===== config.mk =====
export PLATFORM = sky130hd
export DESIGN_NAME = spi_target_regs
export DESIGN_NICKNAME = d
export VERILOG_FILES = /design/src/rtl/spi_target_regs_pkg.sv /design/src/rtl/spi_target_edgedet.sv /design/src/rtl/spi_target_regs.sv
export SDC_FILE = /design/constraint.sdc
export NUM_CORES = 1
export LEC_CHECK = 0
export ABC_AREA = 1
export CAP_MARGIN = 10
export CORE_MARGIN = 2
export CORE_UTILIZATION = 28
export DETAILED_ROUTE_END_ITERATION = 8
export PLACE_DENSITY_LB_ADDON = 0.2
export SLEW_MARGIN = 10
export SYNTH_ARGS = -nofsm -noshare
export SYNTH_HDL_FRONTEND = slang
export SYNTH_HIERARCHICAL = 1
export SYNTH_SLANG_ARGS = --single-unit

===== constraint.sdc =====
create_clock -name PCLK -period 3.46 [get_ports PCLK]
set_clock_uncertainty 0.1 [all_clocks]
set_input_delay 1.038 -clock PCLK [delete_from_list [all_inputs] [get_ports PCLK]]
set_output_delay 1.038 -clock PCLK [all_outputs]
set_load 0.05 [all_outputs]

===== src/rtl/spi_target_regs_pkg.sv =====
// Shared types and constants for the SPI target register block.
package cvw;

    // Frame progress: waiting for chip select, receiving command byte, moving data bytes.
    typedef enum logic [1:0] {
        SPIT_IDLE,
        SPIT_CMD,
        SPIT_DATA
    } spit_state_t;

    // Position of the read/not-write flag inside the command byte.
    localparam int SPIT_RNW_BIT = 7;

endpackage


===== src/rtl/spi_target_edgedet.sv =====
// SPI pin conditioning for the target: synchronizes SCK, CS and MOSI into the PCLK
// domain and turns SCK/CS transitions into single-cycle registered pulses.
// SCK is synchronized as SCK^CPOL so the idle level is always 0 and the reset value is constant.
module spi_target_edgedet #(
    parameter int SYNCW = 2
) (
    input  logic PCLK,
    input  logic PRESETn,
    input  logic SPICLK,
    input  logic SPICS,
    input  logic SPIMOSI,
    input  logic CPOL,
    input  logic CPHA,
    output logic SamplePulse,
    output logic ShiftPulse,
    output logic CsFall,
    output logic CsRise,
    output logic MosiS
);

    logic [SYNCW-1:0] sck_sync_q;
    logic [SYNCW-1:0] cs_sync_q;
    logic [SYNCW-1:0] mosi_sync_q;
    logic             sck_prev_q;
    logic             cs_prev_q;
    logic             sck_lead;
    logic             sck_trail;

    // Leading edge is the move away from the idle level, i.e. a rise of the normalized SCK.
    assign sck_lead  =  sck_sync_q[SYNCW-1] & ~sck_prev_q;
    assign sck_trail = ~sck_sync_q[SYNCW-1] &  sck_prev_q;

    // Synchronizer chains, edge history and registered edge pulses (pulse lands SYNCW+1 cycles after the pin edge).
    always_ff @(posedge PCLK or negedge PRESETn) begin
        if (!PRESETn) begin
            sck_sync_q  <= '0;
            cs_sync_q   <= '1;
            mosi_sync_q <= '0;
            sck_prev_q  <= 1'b0;
            cs_prev_q   <= 1'b1;
            SamplePulse <= 1'b0;
            ShiftPulse  <= 1'b0;
            CsFall      <= 1'b0;
            CsRise      <= 1'b0;
            MosiS       <= 1'b0;
        end else begin
            // NOTE: non-blocking assignments so every stage shifts from its pre-edge value, forming a real chain.
            sck_sync_q  <= {sck_sync_q[SYNCW-2:0], SPICLK ^ CPOL};
            cs_sync_q   <= {cs_sync_q[SYNCW-2:0], SPICS};
            mosi_sync_q <= {mosi_sync_q[SYNCW-2:0], SPIMOSI};
            sck_prev_q  <= sck_sync_q[SYNCW-1];
            cs_prev_q   <= cs_sync_q[SYNCW-1];
            SamplePulse <= CPHA ? sck_trail : sck_lead;
            ShiftPulse  <= CPHA ? sck_lead  : sck_trail;
            CsFall      <= ~cs_sync_q[SYNCW-1] &  cs_prev_q;
            CsRise      <=  cs_sync_q[SYNCW-1] & ~cs_prev_q;
            MosiS       <= mosi_sync_q[SYNCW-1];
        end
    end

endmodule


===== src/rtl/spi_target_regs.sv =====
// SPI target exposing NREGS 8-bit registers. Byte 0 of a frame is {RnW, ADDR},
// following bytes are data with auto-incrementing, wrapping address.
// Optional feature macro SPI_TARGET_STATUS_EN: status byte = {4'hA, count of SPI writes mod 16};
// without it the status byte is 8'h00.
module spi_target_regs
    import cvw::*;
#(
    parameter int NREGS = 16,
    parameter int SYNCW = 2
) (
    input  logic                     PCLK,
    input  logic                     PRESETn,
    input  logic                     SPICLK,
    input  logic                     SPICS,
    input  logic                     SPIMOSI,
    output logic                     SPIMISO,
    input  logic                     CPOL,
    input  logic                     CPHA,
    input  logic                     HostWrEn,
    input  logic [$clog2(NREGS)-1:0] HostWrAddr,
    input  logic [7:0]               HostWrData,
    output logic [8*NREGS-1:0]       RegVec,
    output logic                     SpiWrPulse,
    output logic [$clog2(NREGS)-1:0] SpiWrAddr,
    output logic                     FrameErr
);

    localparam int AW = $clog2(NREGS);

    logic          sample_pulse, shift_pulse, cs_fall, cs_rise, mosi_s;
    spit_state_t   state_q;
    logic [2:0]    bitcnt_q;
    logic [6:0]    rx_q;
    logic [7:0]    tx_q;
    logic          fresh_q;
    logic          rnw_q;
    logic [AW-1:0] addr_q;
    logic [7:0]    regs_q [NREGS];
    logic          wr_pulse_q;
    logic [AW-1:0] wr_addr_q;
    logic          frame_err_q;
    logic [7:0]    status;
    logic [7:0]    rx_full;
    logic [AW-1:0] cmd_addr;
    logic          byte_done;
    logic          spi_commit;

    spi_target_edgedet #(.SYNCW(SYNCW)) u_edgedet (
        .PCLK        (PCLK),
        .PRESETn     (PRESETn),
        .SPICLK      (SPICLK),
        .SPICS       (SPICS),
        .SPIMOSI     (SPIMOSI),
        .CPOL        (CPOL),
        .CPHA        (CPHA),
        .SamplePulse (sample_pulse),
        .ShiftPulse  (shift_pulse),
        .CsFall      (cs_fall),
        .CsRise      (cs_rise),
        .MosiS       (mosi_s)
    );

    // Byte as it will look once the current sample is shifted in.
    assign rx_full    = {rx_q, mosi_s};
    assign cmd_addr   = rx_full[AW-1:0];
    assign byte_done  = (state_q != SPIT_IDLE) && sample_pulse && (bitcnt_q == 3'd7) && !cs_rise && !cs_fall;
    assign spi_commit = byte_done && (state_q == SPIT_DATA) && !rnw_q;

`ifdef SPI_TARGET_STATUS_EN
    logic [3:0] wr_count_q;

    // Counts committed SPI writes, wrapping at 16.
    always_ff @(posedge PCLK or negedge PRESETn) begin
        if (!PRESETn)        wr_count_q <= 4'd0;
        else if (spi_commit) wr_count_q <= wr_count_q + 4'd1;
    end

    assign status = {4'hA, wr_count_q};
`else
    assign status = 8'h00;
`endif

    // Frame FSM with Rx/Tx shifters, bit and address counters, commit pulse and frame error flag.
    always_ff @(posedge PCLK or negedge PRESETn) begin
        if (!PRESETn) begin
            state_q     <= SPIT_IDLE;
            bitcnt_q    <= 3'd0;
            rx_q        <= 7'd0;
            tx_q        <= 8'h00;
            fresh_q     <= 1'b0;
            rnw_q       <= 1'b0;
            addr_q      <= '0;
            wr_pulse_q  <= 1'b0;
            wr_addr_q   <= '0;
            frame_err_q <= 1'b0;
        end else begin
            wr_pulse_q <= spi_commit;
            if (spi_commit) wr_addr_q <= addr_q;

            if (cs_rise) begin
                // A rise with bits pending abandons the partial byte.
                if (state_q != SPIT_IDLE && bitcnt_q != 3'd0) frame_err_q <= 1'b1;
                state_q <= SPIT_IDLE;
            end else if (cs_fall) begin
                state_q     <= SPIT_CMD;
                bitcnt_q    <= 3'd0;
                tx_q        <= status;
                fresh_q     <= CPHA;
                frame_err_q <= 1'b0;
            end else if (state_q != SPIT_IDLE) begin
                // Fresh holds off the first shift so a newly loaded MSB stays on MISO for one bit.
                if (shift_pulse) begin
                    if (fresh_q) fresh_q <= 1'b0;
                    else         tx_q    <= {tx_q[6:0], 1'b0};
                end
                if (sample_pulse) begin
                    rx_q     <= rx_full[6:0];
                    bitcnt_q <= bitcnt_q + 3'd1;
                end
                if (byte_done) begin
                    fresh_q <= 1'b1;
                    if (state_q == SPIT_CMD) begin
                        state_q <= SPIT_DATA;
                        rnw_q   <= rx_full[SPIT_RNW_BIT];
                        if (rx_full[SPIT_RNW_BIT]) begin
                            tx_q   <= regs_q[cmd_addr];
                            addr_q <= cmd_addr + 1'b1;
                        end else begin
                            tx_q   <= 8'h00;
                            addr_q <= cmd_addr;
                        end
                    end else begin
                        tx_q   <= rnw_q ? regs_q[addr_q] : 8'h00;
                        addr_q <= addr_q + 1'b1;
                    end
                end
            end
        end
    end

    // Register file: host writes, then SPI commit, so SPI wins on an address collision.
    always_ff @(posedge PCLK or negedge PRESETn) begin
        if (!PRESETn) begin
            // NOTE: this array is reset because its contents are architecturally visible at reset; plain RAMs normally are not.
            for (int i = 0; i < NREGS; i++) regs_q[i] <= 8'h00;
        end else begin
            if (HostWrEn)   regs_q[HostWrAddr] <= HostWrData;
            if (spi_commit) regs_q[addr_q]     <= rx_full;
        end
    end

    // Flatten the register file onto RegVec.
    always_comb begin
        // NOTE: default assignment first so no path leaves the output unassigned and infers a latch.
        RegVec = '0;
        for (int i = 0; i < NREGS; i++) RegVec[8*i +: 8] = regs_q[i];
    end

    assign SPIMISO    = (state_q != SPIT_IDLE) & tx_q[7];
    assign SpiWrPulse = wr_pulse_q;
    assign SpiWrAddr  = wr_addr_q;
    assign FrameErr   = frame_err_q;

endmodule

After elaboration in Yosys (flattened, before gate mapping)
Index checks and enable logic that the tools add are counted.

storage, ports and cells
  register bits = 173
  bits of input ports = 20
  output and inout port bits = 135

operators by class
  $add $sub $neg = 3
  order comparisons = 5
  equality and inequality tests = 5
  muxes and demuxes = 41
  bitwise logic cells = 15
  reductions and logical operators = 29

operators with widths
  cell                   count
  $bwmux W128            2
  $mux W128              2
  $mux W8                14
  $bmux W8 S4            2
  $demux W8 S4           2
  $ge A5 B5 Y1 const B   3
  $not A4 Y5             3
  $reduce_bool A3 Y1     5
  $reduce_and A4 Y1      3
  $lt A5 B1 Y1 const B   2
  $mux W2                5
  $logic_and A1 B1 Y1    9
  $mux W1                9
  $mux W3                3
  $reduce_and A3 Y1      3
  $add A4 B1 Y4 const B  2
  $mux W4                2
  $reduce_bool A2 Y1     4
  $not A1 Y1             6
  $and A1 B1 Y1          5
  $reduce_and A5 Y1      1
  $add A3 B1 Y3 const B  1
  $eq A3 B3 Y1 const B   1
  $logic_not A1 Y1       3
  other kinds (6)        6

Longest topological paths before layout
Gate-level depths: netlist (run 1).

  depth after elaboration = 9
  depth in mapped cells = 12
  depth with buffers taken out = 10

By module
The synthesis (run 1) kept the hierarchy.

modules (own cells, without submodules)
  module              times used  cells each  area each (um^2)  sequential area each (um^2)
  spi_target_regs     1           1681        10631.4           4003.8
  spi_target_edgedet  1           27          391.6             329.1

Least setup slack after synthesis (run 1)
OpenSTA, ideal clock, no wires.

  path kind = in2reg
  from = input port HostWrAddr[1]
  to = register regs_q (netlist bit RegVec[52])
  arrival = 2.248 ns
  required time = 3.225 ns
  slack = 0.977 ns
  stages on the path = 8
  path buffers = 1
  cells stage by stage = inv_1 > nor3_1 > inv_1 > nor3_1 > clkbuf_1 > o21ai_0 > nand2_1 > o21ai_0

on the way
  word-level cells in the longest chain between the ends = 9
  elaborated cells on any way between the ends = 10
  those cells by class = order compare: 2; mux: 6; bitwise: 1; reduce/logical: 1

ends and longest elaborated chain
  item                                                                RTL line                source
  from (decl)                                                         spi_target_regs.sv:20   input logic [$clog2(NREGS)-1:0] HostWrAddr,
  $not A4 Y5 (not written as such) *                                  spi_target_regs.sv:147  if (HostWrEn) regs_q[HostWrAddr] <= HostWrData;
  $ge A5 B5 Y1 (not written as such) or $lt A5 B1 Y1 (tied branches)  spi_target_regs.sv:147
  $logic_and A1 B1 Y1 (not written as such)                           spi_target_regs.sv:147
  $mux W8 (not written as such)                                       spi_target_regs.sv:147
  $demux W8 S4 *                                                      spi_target_regs.sv:147
  $bwmux W128 *                                                       spi_target_regs.sv:147
  $mux W128 *                                                         spi_target_regs.sv:147
  $bwmux W128                                                         spi_target_regs.sv:148  if (spi_commit) regs_q[addr_q] <= rx_full;
  $mux W128 *                                                         spi_target_regs.sv:148
  to (signal, indexed assignment)                                     spi_target_regs.sv:147
  to (signal, indexed assignment)                                     spi_target_regs.sv:148
  to (decl)                                                           spi_target_regs.sv:38   logic [7:0] regs_q [NREGS];

Mark *: on every way between the ends. The rest lies on a longest branch, timed or not.
A chain may end at the register's enable or synchronous reset.

Final worst setup path (run 1)
  from = register state_q[1]
  to = output port SPIMISO

on the way
  word-level cells in the longest chain between the ends = 2

ends and longest elaborated chain
  item                    RTL line                source
  from (decl)             spi_target_regs.sv:31   spit_state_t state_q;
  from (signal assigned)  spi_target_regs.sv:86   state_q <= SPIT_IDLE;
  from (signal assigned)  spi_target_regs.sv:103  state_q <= SPIT_IDLE;
  from (signal assigned)  spi_target_regs.sv:105  state_q <= SPIT_CMD;
  $reduce_bool A2 Y1      spi_target_regs.sv:159  assign SPIMISO = (state_q != SPIT_IDLE) & tx_q[7];
  $and A1 B1 Y1           spi_target_regs.sv:159
  to (decl)               spi_target_regs.sv:16   output logic SPIMISO,

No other way between the ends.

==> flow_summary_export.csv, run 1 <==
group,metric,value,unit
routing,avgViaCountPerCell,4.989,
global_routing,antenna_found_initial,1,
setup_path,slowest_delay,0.84,ns
clocking,postCtsHoldBufs,0,
clocking,clk_pin_slew,0.07,ns
synthesis,synth_cells,1708,
die,start_util,0.2846,
die,fp.dieH,202.4,um
timing,period_needed,3.100,ns
layout,final_nets,1848,
die,core,38740,sq um
pwr,combinationalPowerShare,0.471,
clocking,cts_tree,"yes",
timing,clock.fmax,0.3226,GHz
setup_path,critPathRequiredTime,2.32,ns
setup_path,crit_fanout,4,
pwr,power.switching,4460,uW
synthesis,synth_nets,1736,
synthesis,yosys_warnings,6,
layout,area_growth,24.95,%
setup_path,critPathKind,"reg -> out",
die,dieArea,40970,sq um
synthesis,ys_seq_area_frac,0.3931,
timing,slew_violations,0,
pwr,intPower,4882,uW
clocking,cts.sinks,173,
clocking,h-tree-depth,4,
setup_path,startpoint_type,"flip-flop",
global_routing,grt_usage,0.2315,
clocking,cts-buffers-inserted,17,
layout,fin_cells,2351,
die,rows,72,
global_routing,grt_max_degree,77,
placed_design,port_buffers,154,
run_status,status,"complete, no violations",
global_routing,grt_pass1_vias,10800,
timing,setup_tns,0,ns
routing,postRouteAntennaNets,0,
layout,num_antenna_cells,0,
synthesis,synth_cell_type_count,35,
synthesis,avgSynthCellArea,6.454,sq um
timing,final-hold-violation-count,0,
setup_path,timing.critical_path.mode_cell,"nor2_1",
timing,fin_crit_sh,0.8959,
global_routing,grt_pass1_wl,70920,um
routing,routedWlPerCell,20.09,um
routing,drtIter0Drc,1310,
layout,fillers,4230,
pwr,power.share.switching,0.4774,
setup_path,crit_chain,"nor2_1, nor2_1, clkdlybuf4s50_1",
timing,setup_viol,0,
clocking,worstSkewPairLatency,0.46,ns
synthesis,synth_seq_cells,173,
routing,drc,0,
pwr,p_seq_frac,0.313,
die,die_w,202.4,um
pwr,power_density,678.3,nW/um^2
pwr,clkPwrFrac,0.216,
pwr,p_leak,0.006796,uW
placed_design,dp_cells,2319,
job,maxCapViolations,0,
setup_path,cpMaxStageDelayCell,"clkdlybuf4s50_1",
routing,drtPass1Iterations,7,
clocking,cts_buffer_depth,2,
setup_path,timing.critical_path.buf_inv,1,
timing,slew_headroom,0.2931,
setup_path,critPathTopFamily,"buffers and inverters",
layout,drive_above_1_share,0.06110,
timing,rsz0062_at_grt,"no",
pwr,peakVddDrop,0.0003602,V
timing,tightest_slew,1.059,ns
routing,via_count,11730,
clocking,post-cts-setup-buffers,0,
clocking,cts_root_buf,"clkbuf_16",
global_routing,grt_overflow,0,
placed_design,routabilityCongestion,0.9531,
setup_path,end_kind,"primary output",
routing,totalWireLength,47240,um
setup_path,critPathArrivalTime,1.96,ns
clocking,cts_resized,0,
min_path,min-delay-path-class,"reg -> reg",
placed_design,dp_hpwl,32930,um
die,ios,155,
synthesis,synth_area,11020,sq um
## Yosys cell counts (all sizes together)
master,instances,area share
nand2,684,0.24
o21ai,277,0.13
inv,187,0.064
nand3,185,0.086
dfrtp,170,0.39
clkbuf,84,0.029
nor2,38,0.016
buf,25,0.012
a21oi,19,0.0086
o211ai,10,0.0068
ha,8,0.0091
nor3,7,0.0036
dfstp,3,0.0072
xor2,3,0.0024
nand4,2,0.0025
a32o,1,0.00091
clkinv,1,0.00034
nor3b,1,0.0011
o21a,1,0.00068
o22ai,1,0.00057
o31ai,1,0.00068
## worst paths after layout
check                                         startpoint               to  slack [ns]  depth (start not counted)
worst max-delay path                          state_q[1]          SPIMISO        0.36                          3
worst min-delay path            u_edgedet/mosi_sync_q[1]  u_edgedet/MosiS        0.25                          0
worst max register to register                 addr_q[0]          tx_q[0]        0.69                         11
worst min register to register  u_edgedet/mosi_sync_q[1]  u_edgedet/MosiS        0.25                          0
max in group asynchronous                        PRESETn      RegVec[102]        2.09                          2
min in group asynchronous                        PRESETn        RegVec[1]        0.38                          1
## kinds of logic (layout without fill, tap and decap cells)
kind of cell,Yosys count,in the layout,share of synthesized area
compound gates,310,310,0.1468
xor+xnor,3,3,0.002384
fa+ha+maj,8,8,0.009081
simple gates,917,917,0.3443
flops,173,173,0.3931
buf+inv,297,422,0.1044
## power by group through the flow
stage	combinational, uW	clock, uW	sequential (uW)
floorplan	1560	0	4010
global placement	4330	0	2970
detailed placement	4370	0	2960
CTS	4390	2070	2920
global route	4720	2150	2980
finish	4400	2020	2920
## layout by cell type (no fill, tap or decap), types with 6 or more instances in the layout
master           instances
a21oi_1                 19
inv_1                  183
clkdlybuf4s50_1        153
o21ai_1                 35
o211ai_1                10
dfrtp_1                168
nor2_1                  34
clkbuf_16               17
nand2_1                679
o21ai_0                234
buf_4                   44
nor3_1                   6
ha_1                     8
o21ai_2                  8
nand3_1                182
## cell type report
class	count	area [sq um]	share of cell area
Tap cell	518	648.1	0.04706
Timing Repair Buffer	202	1953	0.1418
Inverter	188	705.7	0.05124
Clock buffer	20	456.7	0.03316
Sequential cell	173	4335	0.3148
Multi-Input combinational cell	1238	5539	0.4022
Clock inverter	12	135.1	0.009811
## worst reg2reg max path, cell delays in order (launching register included)
cell     delay (ns)
dfrtp_2        0.58
inv_2          0.41
buf_4          0.57
nand2_1        0.12
nand3_1        0.16
nand2_1        0.07
nand2_1        0.06
nand2_1        0.07
o21ai_0        0.29
nand2_1        0.09
nand3_1        0.09
nand2_1        0.06
## sequential cells by signal, indices dropped and copies added (netlist names), 2 cells and up
| signal | cells |
|---|---|
| RegVec | 128 |
| tx_q | 8 |
| rx_q | 7 |
| SpiWrAddr | 4 |
| addr_q | 4 |
| bitcnt_q | 3 |
| state_q | 2 |
| u_edgedet/cs_sync_q | 2 |
| u_edgedet/mosi_sync_q | 2 |
| u_edgedet/sck_sync_q | 2 |
## per-stage QoR
stage	utilization	setup WS (ns)	area [sq um]	hold slack [ns]	total power, uW
after floorplan	-	0.9773	11020	0.2312	5564
after global placement	0.3403	0.5058	13180	0.2333	7301
after global routing	0.3556	0.2506	13770	0.2631	9848
after CTS	0.3556	0.3170	13770	0.2547	9381
final	0.3556	0.3603	13770	0.2505	9342
after detailed placement	0.3403	0.4942	13180	0.2386	7328
## metal layers
metal / track usage / part of all wire / vias to the layer above
met2: 0.3422 / 0.43 / 525
met4: 0.1001 / 0.040 / 0
li1: - / - / 5643
met5: 0 / 0 / -
met1: 0.3355 / 0.46 / 5472
met3: 0.03225 / 0.074 / 88
(Power assumes the default switching activity.)
==> inputs of run 2 (changes only) <==
--- a/config.mk
+++ b/config.mk
@@ -7,6 +7,7 @@
 export LEC_CHECK = 0
 export ABC_AREA = 1
 export CAP_MARGIN = 10
+export CORE_ASPECT_RATIO = 0.8
 export CORE_MARGIN = 2
 export CORE_UTILIZATION = 28
 export DETAILED_ROUTE_END_ITERATION = 8
==> run 2 against run 1 <==
Effect of this change: power grew 1.5%; via count increased by 1.1%; non-clock buffer count decreased by 7; die area barely moved; global-route usage is 0.45 points higher; sequential cell count unchanged; critical path depth is the same; critical endpoint unchanged.
==> flow_summary_export.csv, run 2 (same netlist as run 1, synthesis figures left out) <==
group,metric,value,unit
run_status,status,"complete, no violations",
setup_path,critPathArrivalTime,1.96,ns
layout,fin_area,13780,sq um
clocking,cts_root_buf,"clkbuf_16",
placed_design,dp_hpwl,33150,um
routing,avgViaCountPerCell,5.037,
clocking,cts-buffers-inserted,17,
timing,fin_crit_sh,0.8941,
pwr,peakVddDrop,0.0003355,V
pwr,power_density,688.0,nW/um^2
routing,postRouteAntennaNets,0,
pwr,p_total,9483,uW
clocking,post-cts-setup-buffers,0,
placed_design,port_buffers,154,
die,dieArea,40980,sq um
timing,slew_violations,0,
routing,drtPass1Iterations,5,
setup_path,critPathTopFamily,"buffers and inverters",
routing,routed.top_layer,"met4",
die,rows,64,
global_routing,grt_pass1_wl,71400,um
setup_path,critPathKind,"reg -> out",
job,maxCapViolations,0,
min_path,min-delay-path-class,"reg -> reg",
timing,hold_ws,0.2520,ns
clocking,worstSkewPairLatency,0.47,ns
clocking,cts.sinks,173,
global_routing,grt_usage,0.2360,
global_routing,grt_max_degree,77,
die,ios,155,
timing,rsz0062_at_grt,"no",
timing,tightest_slew,1.034,ns
timing,setup_tns,0,ns
clocking,cts_resized,0,
die,core,38520,sq um
routing,totalWireLength,47680,um
placed_design,routabilityCongestion,0.9152,
setup_path,timing.critical_path.mode_cell,"nor2_1",
global_routing,grt_overflow,0,
layout,final_nets,1841,
timing,period_needed,3.094,ns
routing,drc,0,
timing,final-hold-violation-count,0,
setup_path,critPathRequiredTime,2.32,ns
routing,routedWlPerCell,20.25,um
setup_path,slowest_delay,0.83,ns
global_routing,antenna_found_initial,0,
setup_path,timing.critical_path.buf_inv,1,
placed_design,place_area,13150,sq um
setup_path,end_kind,"primary output",
routing,wl_met1,21870,um
setup_path,startpoint_type,"flip-flop",
layout,largest_reg_flops,128,
die,die_w,225.8,um
clocking,cts_tree,"yes",
pwr,p_leak,0.006799,uW
timing,slew_headroom,0.3101,
timing,setup_viol,0,
setup_path,crit_chain,"nor2_1, nor2_1, clkdlybuf4s50_1",
setup_path,cpMaxStageDelayCell,"clkdlybuf4s50_1",
layout,drive_above_1_share,0.05696,
layout,area_growth,25.04,%
layout,num_antenna_cells,0,
die,start_util,0.2862,
clocking,cts_buffer_depth,2,
die,fp.dieH,181.5,um
layout,mostFrequentLayoutCells,"nand2_1 (679), o21ai_0 (234), inv_1 (184)",
routing,drtIter0Drc,1382,
setup_path,crit_fanout,4,
routing,via_count,11860,
clocking,h-tree-depth,4,
clocking,postCtsHoldBufs,0,
timing,clock.fmax,0.3233,GHz
layout,final_common_cell,"nand2_1",
clocking,clk_pin_slew,0.07,ns
routing,routed-wl-met3,3897,um
routing,met2_length,21040,um
global_routing,grt_pass1_vias,11010,
==> run 2: path summary, 6_finish.rpt <==
kind	start	to	slack [ns]	depth (start not counted)
worst min-delay path	u_edgedet/sck_sync_q[0]	u_edgedet/sck_sync_q[1]	0.25	0
worst max register to register	u_edgedet/CsFall	RegVec[46]	0.71	9
worst min register to register	u_edgedet/sck_sync_q[0]	u_edgedet/sck_sync_q[1]	0.25	0
worst max-delay path	state_q[1]	SPIMISO	0.37	3
max in group asynchronous	PRESETn	addr_q[0]	2.12	2
min in group asynchronous	PRESETn	RegVec[35]	0.34	1
==> run 2: through the flow <==
stage | setup slack [ns] | cells | util
after global placement | 0.1558 | 2322 | 0.3415
after detailed placement | 0.1146 | 2322 | 0.3415
final | 0.3664 | 2354 | 0.3578
after global routing | 0.2401 | 2354 | 0.3578
after CTS | 0.3153 | 2354 | 0.3578
after floorplan | 0.9773 | 1708 | -
==> run 2: worst reg2reg max path: stages, from the launching register on <==
cell	delay, ns
dfrtp_1	0.42
nor2_1	0.25
nand3_4	0.25
nor2_4	0.18
nand4_4	0.10
buf_4	0.22
nor2_2	0.39
nand2_1	0.44
nand2_1	0.15
o21ai_0	0.08
==> run 2: where the power goes <==
part / internal (uW) / leakage [uW] / switching [uW]
Clock: 1240 / 0.000309 / 933
Sequential: 2430 / 0.00211 / 432
Combinational: 1360 / 0.00438 / 3100
Total: 5020 / 0.00680 / 4460
==> run 2: area by class of cell <==
cell class / instances / area [sq um]
clock buffer: 19 / 442.9
tap: 528 / 660.6
fill: 4162 / 24730
timing repair buffer: 195 / 1913
sequential: 173 / 4335
inverter: 188 / 705.7
clock inverter: 13 / 186.4
multi-input combinational: 1238 / 5539
==> run 2: per-layer routing <==
layer	global-route usage	vias up
li1	-	5622
met1	0.3452	5659
met4	0.06384	0
met2	0.3579	523
met5	0	-
met3	0.03803	54
